--- config.mk ---
export PLATFORM = sky130hd
export DESIGN_NAME = const_decode
export DESIGN_NICKNAME = d
export VERILOG_FILES = /design/src/rtl/const_decode.sv
export SDC_FILE = /design/constraint.sdc
export NUM_CORES = 1
export LEC_CHECK = 0
export CORE_AREA = 2 2 94 96
export DETAILED_ROUTE_END_ITERATION = 12
export DIE_AREA = 0 0 96 98
export DONT_BUFFER_PORTS = 1
export GPL_TIMING_DRIVEN = 1
export PLACE_DENSITY_LB_ADDON = 0.25
export SETUP_SLACK_MARGIN = 0.4
export SYNTH_ARGS = -nofsm -noshare
export SYNTH_HDL_FRONTEND = slang
export SYNTH_SLANG_ARGS = --single-unit
--- constraint.sdc ---
create_clock -name clk -period 2.7 [get_ports clk]
set_clock_uncertainty 0.1 [all_clocks]
set_input_delay 0 -clock clk [delete_from_list [all_inputs] [get_ports clk]]
set_output_delay 0 -clock clk [all_outputs]
set_load 0.03 [all_outputs]
--- src/rtl/const_decode.sv ---
// const_decode: decode/issue stage for the constant ALU (LOADLIT, LCL, LCH).
// One-entry output register behind a valid/ready handshake, with a
// per-register pending-write scoreboard that stalls constant instructions
// whose destination still has an outstanding write.
module const_decode #(
  parameter int unsigned bits_palavra = 16,
  parameter int unsigned n_regs       = 16
) (
  input  logic                    clk,
  input  logic                    reset,
  input  logic [bits_palavra-1:0] instr,
  input  logic                    in_valid,
  output logic                    in_ready,
  output logic                    out_valid,
  input  logic                    out_ready,
  output logic [bits_palavra-1:0] constante,
  output logic [1:0]              formato,
  output logic                    R,
  output logic [3:0]              rd,
  input  logic                    wb_valid,
  input  logic [3:0]              wb_addr,
  input  logic                    flush,
  output logic [15:0]             stall_count
);

  localparam int unsigned byte_w = 8;
  localparam logic [15:0] stall_max = 16'hFFFF;

  localparam logic [3:0] op_loadlit = 4'h1;
  localparam logic [3:0] op_lcl     = 4'h2;
  localparam logic [3:0] op_lch     = 4'h3;

  logic [3:0]              opcode;
  logic [3:0]              dest;
  logic [byte_w-1:0]       imm;

  logic [bits_palavra-1:0] dec_const;
  logic [1:0]              dec_formato;
  logic                    dec_r;
  logic                    is_const;

  logic [n_regs-1:0]       pend;
  logic [n_regs-1:0]       pend_next;
  logic [n_regs-1:0]       wb_mask;
  logic [n_regs-1:0]       flush_mask;
  logic [n_regs-1:0]       set_mask;
  logic [n_regs-1:0]       eff;

  logic                    held_const;
  logic                    hazard;
  logic                    accept;

  assign opcode = instr[15:12];
  assign dest   = instr[11:8];
  assign imm    = instr[7:0];

  // Decode the opcode and position the immediate for the ALU
  always_comb begin
    dec_const   = '0;
    dec_formato = 2'b00;
    dec_r       = 1'b0;
    is_const    = 1'b0;
    case (opcode)
      op_loadlit: begin
        dec_const   = {{byte_w{imm[byte_w-1]}}, imm};
        dec_formato = 2'b01;
        is_const    = 1'b1;
      end
      op_lcl: begin
        dec_const   = {{byte_w{1'b0}}, imm};
        dec_formato = 2'b11;
        is_const    = 1'b1;
      end
      op_lch: begin
        dec_const   = {imm, {byte_w{1'b0}}};
        dec_formato = 2'b11;
        dec_r       = 1'b1;
        is_const    = 1'b1;
      end
      default: begin
        dec_const   = '0;
        dec_formato = 2'b00;
        dec_r       = 1'b0;
        is_const    = 1'b0;
      end
    endcase
  end

  // Hazard detection with same-cycle writeback bypass, handshake and scoreboard update
  always_comb begin
    wb_mask    = wb_valid ? (n_regs'(1) << wb_addr) : '0;
    eff        = pend & ~wb_mask;
    hazard     = in_valid && is_const && eff[dest];
    in_ready   = !flush && !hazard && (!out_valid || out_ready);
    accept     = in_valid && in_ready;
    flush_mask = (flush && out_valid && held_const) ? (n_regs'(1) << rd) : '0;
    set_mask   = (accept && is_const) ? (n_regs'(1) << dest) : '0;
    // set is applied last so it wins over a same-cycle clear
    pend_next  = (pend & ~wb_mask & ~flush_mask) | set_mask;
  end

  // Output register, scoreboard and stall counter
  always_ff @(posedge clk) begin
    if (reset) begin
      out_valid   <= 1'b0;
      constante   <= '0;
      formato     <= 2'b00;
      R           <= 1'b0;
      rd          <= 4'h0;
      held_const  <= 1'b0;
      pend        <= '0;
      stall_count <= 16'h0000;
    end else begin
      pend <= pend_next;
      if (flush) begin
        out_valid  <= 1'b0;
        held_const <= 1'b0;
      end else if (accept) begin
        out_valid  <= 1'b1;
        constante  <= dec_const;
        formato    <= dec_formato;
        R          <= dec_r;
        rd         <= dest;
        held_const <= is_const;
      end else if (out_valid && out_ready) begin
        out_valid  <= 1'b0;
        held_const <= 1'b0;
      end
      if (hazard && !flush && (stall_count != stall_max)) begin
        stall_count <= stall_count + 16'd1;
      end
    end
  end

endmodule

* After elaboration in Yosys (flattened, before gate mapping)
Cells that the tools add are included.
Storage, ports and cells: bits in registers 57, bits of input ports 26, output and inout port bits 41
Cells by class: $add $sub $neg 1, $lt $le $gt $ge 1, eq/ne operators 4, shift-type cells 3, multiplexer cells 12, bitwise gates (word level) 6, reductions and logical operators 20
Operators with widths (number):
- $mux W16 | 3
- $pmux W16 S3 | 1
- $shl A1 B4 Y16 const A | 3
- $and A16 B16 Y16 | 2
- $not A16 Y16 | 2
- $add A16 B1 Y16 const B | 1
- $ne A16 B16 Y1 const B | 1
- $or A16 B16 Y16 | 1
- $logic_and A1 B1 Y1 | 11
- $eq A4 B2 Y1 const B | 2
- $mux W1 | 6
- $lt A4 B5 Y1 const B | 1
- $bmux W1 S4 | 1
- $eq A4 B1 Y1 const B | 1
- $pmux W2 S2 | 1
- $reduce_or A2 Y1 | 2
- $logic_not A1 Y1 | 3
- $reduce_or A3 Y1 | 1
- $reduce_and A2 Y1 | 1
- $reduce_bool A2 Y1 | 1
- $logic_or A1 B1 Y1 | 1
- $not A1 Y1 | 1

* Longest topological paths before layout
depth in word-level cells 14, depth in mapped cells 9, gate-level depth less buffers 7

* Worst setup path before layout
Ideal clock, no wire load.
path type input port to output port, start point in wb_addr[1], end point out in_ready, arrival time 2130 ps, data required time 2600 ps, slack 470 ps, stages on the path 9, buffers on the path 3, cell sequence buf_6 or3b_1 o21ai_1 o221ai_2 a41oi_2 buf_6 buf_12 nor2_2 a21boi_0
On the way: word-level cells in the longest chain between the ends 10
Ends and longest elaborated chain:
- start: declaration | line 21 | input logic [3:0] wb_addr,
- $shl A1 B4 Y16 | line 91 | wb_mask = wb_valid ? (n_regs'(1) << wb_addr) : '0;
- $mux W16 | line 91
- $not A16 Y16 | line 92 | eff = pend & ~wb_mask;
- $and A16 B16 Y16 | line 92
- $bmux W1 S4 | line 93 | hazard = in_valid && is_const && eff[dest];
- $mux W1 (implied by the code) | line 93
- $logic_and A1 B1 Y1 | line 93
- $logic_not A1 Y1 | line 94 | in_ready = !flush && !hazard && (!out_valid || out_ready);
- $logic_and A1 B1 Y1 (2 in series) | line 94
- end: declaration | line 13 | output logic in_ready,
No other way between the ends. The select of a mux whose other input is x is not followed.

* Final worst setup path
start point in instr[10], end point reg rd[3]
On the way: word-level cells in the longest chain between the ends 8
Ends and longest elaborated chain:
- start: declaration | line 11 | input logic [bits_palavra-1:0] instr,
- $bmux W1 S4 | line 93
- $mux W1 (implied by the code) | line 93
- $logic_and A1 B1 Y1 | line 93
- $logic_not A1 Y1 | line 94
- $logic_and A1 B1 Y1 (2 in series) | line 94
- $logic_and A1 B1 Y1 | line 95 | accept = in_valid && in_ready;
- $reduce_and A2 Y1 (no source line)
- end signal: assignment | line 123 | rd <= dest;
- end: declaration | line 19 | output logic [3:0] rd,
No other way between the ends. The select of a mux whose other input is x is not followed. A chain may end at the register's enable or synchronous reset.

==> results_dict.tcl <==
set metrics [dict create \
    drc 0 \
    proportion_of_layout_cells_with_a_drive_suffix_above_1_pct 17.4 \
    critPathLaunchType "primary input" \
    final.setup.worst_slack_ns 0.435 \
    pre_cts_ws_ns 0.454 \
    timing.critical_path.required_ns 2.87 \
    first_global_vias 2993 \
    worst-path-max-fanout 17 \
    totalNegativeSetupSlack_ns 0 \
    pin_count 67 \
    final_util_pct 47.0 \
    worst-setup-path-type "primary input to register" \
    grt_antenna_before_repair 0 \
    maxSlewHeadroom_pct 48.6 \
    synthesis.area_per_instance_sq_um 8.60 \
    final_common_cell "dfxtp_1" \
    ant_diodes 0 \
    max_freq_ghz 0.442 \
    synthCells 384 \
    async_reset_ff_share_pct 0 \
    crit_path_end "rd[3]" \
    finalNetCount 447 \
    core-area_sq_um 8470 \
    rr_startpoint "stall_count[0]" \
    wirelength_mm 9.15 \
    vias_per_cell 5.67 \
    crit_path_start "instr[10]" \
    routed_length_per_instance_um 17.2 \
    synth.lib_cells_used.distinct 65 \
    finalWeightedCongestion 0.917 \
    postRouteAntennaNets 0 \
    share_of_the_yosys_chip_area_belonging_to_registers_pct 34.6 \
    hold_path_class "primary input to register" \
    grt_setup_unrepaired "true" \
    insertion_delay_of_the_later_clocked_pin_in_the_worst_skew_pair_ns 0.34 \
    grt_use_total_pct 20.4 \
    grt.overflow.total 0 \
    timing.final.setup_violations 0 \
    drv_cap 0 \
    crit_path_end_kind "register" \
    grt_pass1_wl_mm 15.0 \
    dp_hpwl_mm 6.08 \
    grt_start_max_net_pins 57 \
    totalPowerFinal_mw 1.98 \
    clkSinkCount 57 \
    initial_utilization_pct 39.0 \
    cts_buffers 9 \
    detailed_routing_iterations_pass_1 6 \
    fp-row-count 34 \
    drv_slew 0 \
    fp.dieH_um 98 \
    power_leakage_nw 1.41 \
    post_synth_edffs 0 \
    syn_to_final_growth_pct 20.6 \
    cts.root.buffer_cell "clkbuf_8" \
    fillers 818 \
    syn-cell-area_sq_um 3300 \
    power_density_nw_per_um2 498 \
    dominantRegCellSynth "dfxtp_1" \
    floorplan.die.width_um 96 \
    r2r_slack_ns 0.49 \
    final_hold_viol_count 0 \
    htree_levels 3 \
    max_slew.worst_pin.slew_ns 0.766 \
    synth_fp_nets 411 \
    timing.reg2reg.worst_path_depth 7 \
    detailedRoute.firstIterationViolations 242 \
    num_vias 3023 \
    fp.dieArea_sq_um 9410 \
    cts_tree "built" \
    io_buffers 0 \
    outcome "complete, no violations" \
    crit_arrival_ns 2.43 \
    min_period_ns 2.26 \
    clk_transition_reported_paths_ns 0.07 \
    commonest_non_fill_non_tap_cells_in_the_layout "dfxtp_1, nand2_1, nor2_1" \
    synth-seq-cells 57 \
    ir_worst_vdd_mv 0.297 \
    ys.warnings.count 0 \
    cts-root-to-sink-buffers 2 \
    reg_to_reg_end "stall_count[9]" \
    final.period_utilization_pct 83.9 \
]
critical path, cell delays in order:
cell           delay (ns)
dlygate4sd3_1        0.65
inv_1                0.19
o2111ai_1            0.14
nand4_1              0.25
nor2_4               0.06
buf_4                0.15
o31ai_4              0.55
buf_12               0.25
mux2i_1              0.19
repair_timing:
item	CTS	global route
hold endpoints to repair	56	0
gates resized for setup	0	2
hold buffers	27	0
setup endpoints to repair	0	23
setup buffers	0	6
worst min path at each step:
stage                    from         endpoint  slack [ns]  cells after the start
global route        instr[11]   stall_count[8]        0.03                      3
floorplan               flush        out_valid       -0.02                      1
global placement        flush        out_valid       -0.02                      1
detailed placement      reset  stall_count[12]       -0.02                      1
finish               instr[8]          pend[8]        0.02                      2
CTS                  instr[8]          pend[8]      0.0006                      2
report_power, final:
part | switching, mW | total [mW] | internal [mW]
Sequential | 0.0216 | 0.869 | 0.848
Combinational | 0.111 | 0.189 | 0.0773
Clock | 0.356 | 0.922 | 0.567
cells by family after synthesis:
| family | after synthesis | share of synthesized area (%) |
|---|---|---|
| XOR/XNOR | 2 | 0.531 |
| multiplexers | 30 | 10.3 |
| AND/OR/NAND/NOR | 181 | 29.5 |
| AO/OA/AOI/OAI | 79 | 18.5 |
| buffers and inverters | 34 | 6.22 |
| flip-flops | 57 | 34.6 |
| adder cells (fa/ha/maj) | 1 | 0.379 |
final cells by class:
class	instances	area (sq um)	area share [%]
clock inverters	5	77.6	1.95
repair buffers	49	470	11.8
inverters	10	37.5	0.943
well taps	108	135	3.40
flip-flops and latches	57	1140	28.7
multi-input cells	293	1970	49.4
clock buffers	11	151	3.80
registers in the layout, indices dropped and copies added, names as in the netlist:
signal and cells:
constante 16, pend 16, stall_count 16, rd 4, formato 2, R 1
held_const 1, out_valid 1
layer usage:
| metal | global-route usage, % | vias to the layer above | share of wire (%) |
|---|---|---|---|
| li1 | - | 1466 | - |
| met1 | 26.9 | 1438 | 44 |
| met2 | 31.2 | 107 | 46 |
| met3 | 6.71 | 12 | 8.0 |
| met4 | 6.48 | 0 | 1.7 |
| met5 | 0 | - | 0 |
stage by stage:
stage	instance area (sq um)	instances	hold WS, ns
finish	3980	533	0.0222
global route	3980	533	0.0314
CTS	3910	527	0.000626
detailed placement	3400	484	-0.0191
global placement	3400	484	-0.0191
floorplan	3300	384	-0.0215
Yosys cell counts, drive strengths merged (2+ instances only):
cell type   n  area (sq um)
a211oi      3          22.5
nand2b      7          51.3
nand3b      3          22.5
inv         9          33.8
or3         6          37.5
o311ai      3          26.3
nand2      53           199
or2         5          31.3
dfxtp      57          1140
nor3       10          65.1
nand4       3          18.8
or4         3          22.5
o221ai      5          50.0
mux2       14           180
nor4        9          75.1
nor2b      23           144
o211ai      5          37.5
nor3b       3          33.8
o2111ai     7          61.3
nor2       34           138
buf        15           130
clkbuf      9          37.5
o22ai       6          37.5
o41ai       2          25.0
a21oi       8          40.0
o21ai      19           118
mux2i      16           160
o31ai      10          88.8
nand3      14          70.1
o2bb2ai     7          61.3
Note: power is estimated with default switching activity, not from simulation.
